==> config.mk <==
export PLATFORM = sky130hd
export DESIGN_NAME = branch_target_buffer
export DESIGN_NICKNAME = d
export VERILOG_FILES = /design/src/rtl/branch_target_buffer.sv
export SDC_FILE = /design/constraint.sdc
export NUM_CORES = 2
export LEC_CHECK = 0
export ABC_CLOCK_PERIOD_IN_PS = 6900
export CORE_MARGIN = 1.5
export CORE_UTILIZATION = 25
export DETAILED_ROUTE_END_ITERATION = 16
export GPL_TIMING_DRIVEN = 1
export SETUP_SLACK_MARGIN = 0.5
export SLEW_MARGIN = 15
export SYNTH_ARGS = -nofsm -noshare
export SYNTH_HDL_FRONTEND = slang
export SYNTH_SLANG_ARGS = --single-unit
==> constraint.sdc <==
create_clock -name CLK -period 6.9 [get_ports CLK]
set_input_delay 1.035 -clock CLK [delete_from_list [all_inputs] [get_ports CLK]]
set_output_delay 1.035 -clock CLK [all_outputs]
set_load 0.05 [all_outputs]
==> src/rtl/branch_target_buffer.sv <==
// Direct-mapped branch target buffer with 2-bit hysteresis counters for the fetch stage.
// Optional define BTB_BYPASS_EN forwards a same-cycle update to a lookup of the same index.
module branch_target_buffer #(
  parameter int ENTRIES = 16,
  parameter int IDX_W   = $clog2(ENTRIES)
) (
  input  logic        CLK,
  input  logic        RST,
  input  logic [31:0] if_pc,
  output logic        pred_hit,
  output logic        pred_taken,
  output logic [31:0] pred_target,
  output logic [31:0] npc,
  input  logic        upd_en,
  input  logic [31:0] upd_pc,
  input  logic        upd_taken,
  input  logic [31:0] upd_target,
  input  logic        flush
);

  localparam int TAG_W = 30 - IDX_W;

  typedef enum logic [1:0] {
    NH = 2'b00,
    NS = 2'b01,
    TS = 2'b10,
    TH = 2'b11
  } cnt_t;

  logic             valid_q  [ENTRIES];
  logic [TAG_W-1:0] tag_q    [ENTRIES];
  logic [31:0]      target_q [ENTRIES];
  cnt_t             cnt_q    [ENTRIES];

  logic [IDX_W-1:0] if_idx;
  logic [TAG_W-1:0] if_tag;
  logic [IDX_W-1:0] upd_idx;
  logic [TAG_W-1:0] upd_tag;
  logic             upd_match;
  logic             upd_write;
  logic [31:0]      new_target;
  cnt_t             new_cnt;

  logic             rd_valid;
  logic [TAG_W-1:0] rd_tag;
  logic [31:0]      rd_target;
  cnt_t             rd_cnt;

  // The two low PC bits never select anything in a word-aligned BTB.
  logic unused_upd_low;
  assign unused_upd_low = ^upd_pc[1:0];

  // NS jumps straight to TH on a taken outcome; TS falls all the way to NH.
  function automatic cnt_t next_cnt(input cnt_t c, input logic t);
    cnt_t n;
    n = c;
    unique case (c)
      NH: n = t ? NS : NH;
      NS: n = t ? TH : NH;
      TS: n = t ? TH : NH;
      TH: n = t ? TH : TS;
      default: n = NH;
    endcase
    return n;
  endfunction

  assign if_idx  = if_pc[IDX_W+1:2];
  assign if_tag  = if_pc[31:IDX_W+2];
  assign upd_idx = upd_pc[IDX_W+1:2];
  assign upd_tag = upd_pc[31:IDX_W+2];

  // Contents of the indexed entry after this update; a not-taken miss writes nothing.
  always_comb begin
    upd_match  = valid_q[upd_idx] && (tag_q[upd_idx] == upd_tag);
    upd_write  = upd_en && (upd_match || upd_taken);
    new_target = upd_taken ? upd_target : target_q[upd_idx];
    new_cnt    = upd_match ? next_cnt(cnt_q[upd_idx], upd_taken) : TS;
  end

  always_ff @(posedge CLK) begin
    if (RST) begin
      for (int i = 0; i < ENTRIES; i++) begin
        valid_q[i]  <= 1'b0;
        tag_q[i]    <= '0;
        target_q[i] <= '0;
        cnt_q[i]    <= NH;
      end
    end else if (flush) begin
      for (int i = 0; i < ENTRIES; i++) begin
        valid_q[i] <= 1'b0;
      end
    end else if (upd_write) begin
      valid_q[upd_idx]  <= 1'b1;
      tag_q[upd_idx]    <= upd_tag;
      target_q[upd_idx] <= new_target;
      cnt_q[upd_idx]    <= new_cnt;
    end
  end

  // Lookup read port, optionally overlaid with the in-flight update.
  always_comb begin
    rd_valid  = valid_q[if_idx];
    rd_tag    = tag_q[if_idx];
    rd_target = target_q[if_idx];
    rd_cnt    = cnt_q[if_idx];
`ifdef BTB_BYPASS_EN
    if (upd_en && (upd_idx == if_idx)) begin
      if (RST || flush) begin
        rd_valid = 1'b0;
      end else if (upd_write) begin
        rd_valid  = 1'b1;
        rd_tag    = upd_tag;
        rd_target = new_target;
        rd_cnt    = new_cnt;
      end
    end
`endif
  end

  assign pred_hit    = rd_valid && (rd_tag == if_tag);
  assign pred_taken  = pred_hit && rd_cnt[1];
  assign pred_target = pred_hit ? rd_target : 32'h0;
  assign npc         = pred_taken ? pred_target : (if_pc + 32'd4);

endmodule

==> results by group <==
Critical path
  – Crit path kind: primary input to output port
  – Setup slack, reg-to-reg: 2470 ps
  – CP Depth: 12
  – Crit path capture: pred_target[2]
  – CP Buf/Inv Count: 5
  – R2R Path Start: tag_q[9][8]
  – Crit path max-delay cell type: mux4_2
  – Top Family by Delay on Critical Path: buffers and inverters
  – Worst path required time: 5860 ps
  – Setup crit end kind: output port
  – Cell chain of the critical path: buf_8 > buf_4 > mux4_2 > mux2i_1 > o32ai_1 > a2111o_1 > a2111oi_1 > and4_2 > buf_4 > buf_4 > and2_1 > buf_12
  – Cells on worst reg2reg path: 12
  – Most frequent CP cell: buf_4
  – Worst Path Max Fanout: 41
  – RR Endpoint: tag_q[7][12]
  – CP Launch Point: if_pc[2]
  – CP max stage delay: 590 ps
  – Startpoint types: primary input
  – Crit path DAT: 5150 ps

Power
  – Leakage power: 20.4 nW
  – P_sw: 3.53 mW
  – Cell Pwr Density: 239 nW/µm²
  – Power share of the clock group: 0.393
  – Combinational Power Share: 0.119
  – Int Pwr: 10.7 mW
  – Final Power: 14.2 mW
  – Worst vdd ir: 0.188 mV
  – Sw frac: 0.249
  – Seq pwr share: 0.488

Finish
  – Fin area: 59400 µm²
  – Fillers: 20000
  – Share of post-route cells with drive strength above 1: 0.228
  – Post-layout net count: 3668
  – Area Overhead vs Synth: 18.0%
  – Final Non-Filler Cells: 6306
  – Final core occ: 0.297

Routing
  – Via count: 32300
  – Final wirelength: 185000 µm
  – DR WL/cell: 29.4 µm
  – Via density: 5.12
  – DRT iter0 DRCs: 4322
  – # DRC: 12
  – Antenna Nets Post-Route: 0
  – TritonRoute pass-1 iters: 14

Timing
  – Period utilization: 0.896
  – Relative slew margins: 0.261
  – Worst slew pin tran: 1110 ps
  – Final min period: 6190 ps
  – Final Max Tran Viols: 0
  – Fmax: 0.162 GHz
  – Final hold viol count: 0
  – Final Skew: 30.2 ps
  – RSZ-0062 raised after global routing: false
  – Setup Viol. Count Final: 0
  – Sum of negative setup slack: 0 ps

Clock network
  – CTS max path bufs: 3
  – Skew-Pair Late Insertion Delay: 710 ps
  – Reg clk slew, reported paths: 60 ps
  – Postcts setup bufs: 0
  – Clock Sinks: 976
  – H-tree Lvls: 3
  – Gates resized, CTS repair: 0
  – Root Driver: clkbuf_16
  – CTS tree: built
  – CTS Buf Count: 97
  – CTS Hold Bufs: 0

Run
  – Max cap viols: 0

Floorplanning
  – Core region area: 200000 µm²
  – Die Area: 204000 µm²
  – Initial core utilization: 0.252
  – Rows: 164
  – IO Pins: 167
  – Die span in x: 452 µm
  – Die Y: 452 µm

Synth
  – Commonest cells in the netlist: 960 x edfxtp_1, 778 x and2_1, 313 x mux4_2, 184 x clkbuf_1, 170 x mux2i_1
  – Top cell type's share of synthesized area: 0.573
  – Yosys top cell by area: edfxtp_1
  – Dominant synthesized flop cell: edfxtp_1
  – Mapped Nets: 3553
  – Yosys warning count: 0
  – Cell Area, Synth: 50400 µm²
  – Most numerous cell in the Yosys netlist: edfxtp_1
  – Mapped Cells: 3449
  – Post-synthesis sequential area ratio: 0.579
  – Mean Syn Cell Area: 14.6 µm²
  – Post-synthesis register bit count: 976
  – Leading post-synthesis cells by cell area: edfxtp_1 57%, mux4_2 14%, and2_1 9.7%, mux2i_1 3.4%, nor2b_1 1.5%
  – EDFF count, synth: 960
  – Cell variety after synth: 80
  – Async set-reset flop share out of synthesis: 0

Placement
  – Post-DP Area: 56100 µm²
  – Placed cells: 6121
  – Port buffer count: 164
  – Routability cong.: 0.915
  – Post-DP HPWL: 116000 µm

Global routing
  – Overflow left after global routing: 0
  – Gr usage total: 0.177
  – Pin count of the biggest net entering global routing: 85
  – Vias in the first global route: 31900
  – Initial antenna violation count: 38
  – First-pass GRT wire length: 256000 µm

Outcome
  – Status: complete, but fails checks
  – Failing checks: design-rule violations

Min path
  – Tightest Hold Check Type: register to register
how the worst min path moves through the flow:
stage / startpoint / to / slack, ps / depth (start not counted)
detailed placement: valid_q[0] / valid_q[0] / 450 / 2
finish: valid_q[0] / valid_q[0] / 470 / 2
global placement: valid_q[13] / valid_q[13] / 440 / 2
floorplan: valid_q[0] / valid_q[0] / 430 / 2
global route: valid_q[0] / valid_q[0] / 470 / 2
CTS: valid_q[0] / valid_q[0] / 460 / 2
flip-flops by register name (all words and copies together) (netlist names):
signal,count
cnt_q,32
valid_q,16
target_q,512
tag_q,416
per-layer routing:
metal,GRT usage,wire length [µm]
met5,0,124
met4,0.0682,8300
met3,0.0376,17400
met2,0.290,88000
met1,0.229,71600
final cells by class:
cell class	count	area, µm²	share of cell area
Antenna cell	12	30.0	0.000505
Sequential cell	976	29100	0.491
Tap cell	2656	3320	0.0559
Clock buffer	118	2590	0.0436
Inverter	23	87.6	0.00147
Timing Repair Buffer	337	3850	0.0648
Multi-Input combinational cell	2129	19700	0.332
Clock inverter	55	663	0.0112
power by group through the flow:
stage	Clock, mW	Sequential [mW]	Combinational, mW
global placement	0	7.02	1.69
global route	5.84	6.94	1.75
finish	5.58	6.92	1.69
CTS	5.62	6.91	1.70
detailed placement	0	7.04	1.69
floorplan	0	6.99	0.954
worst register-to-register path: cells and delay by family (launching register included):
| kind | cells | cell delay (ps) |
|---|---|---|
| buffers and inverters | 3 | 920 |
| XOR/XNOR | 1 | 560 |
| AO/OA/AOI/OAI | 3 | 790 |
| flip-flops | 1 | 400 |
| multiplexers | 2 | 690 |
| AND/OR/NAND/NOR | 3 | 700 |
placed cells by master (no fill, tap or decap), types with 19 or more instances in the layout:
cell type        synthesis  layout
and3_1                  45      45
nor2_1                 134     121
o22ai_1                 19      19
and2_1                 778     778
buf_4                   23     155
o21ai_0                 29      29
a22oi_1                 35      35
clkdlybuf4s50_1          0      89
nand3_1                 27      27
nand2_1                 74      74
nor3_1                  26      23
xnor2_1                 55      55
mux2i_1                170     170
mux4_2                 313     313
edfxtp_1               960     960
xor2_1                  23      23
mux2_2                  35      35
mux2_4                  22      22
buf_12                   4      87
clkbuf_16                0      99
a21oi_1                 27      21
clkinv_1                 4      24
a22o_1                  20      20
nor2b_1                117     116
metrics by stage:
step,hold slack [ps],setup WS (ps)
6_report,466,715
5_1_grt,473,558
4_1_cts,460,733
3_5_place_dp,450,749
3_3_place_gp,441,739
2_1_floorplan,428,1160
cell families (layout without fill, tap and decap cells):
kind of cell             Yosys count  in the layout  share of synthesized area
other                              0             12                          0
AO/OA/AOI/OAI                    236            236                     0.0351
multiplexers                     543            543                      0.190
AND/OR/NAND/NOR                 1269           1269                      0.147
adder cells (fa/ha/maj)            3              3                   0.000746
flip-flops                       976            976                      0.579
buffers and inverters            344            533                     0.0354
XOR/XNOR                          78             78                     0.0136
Power figures use the tool's default switching activity.
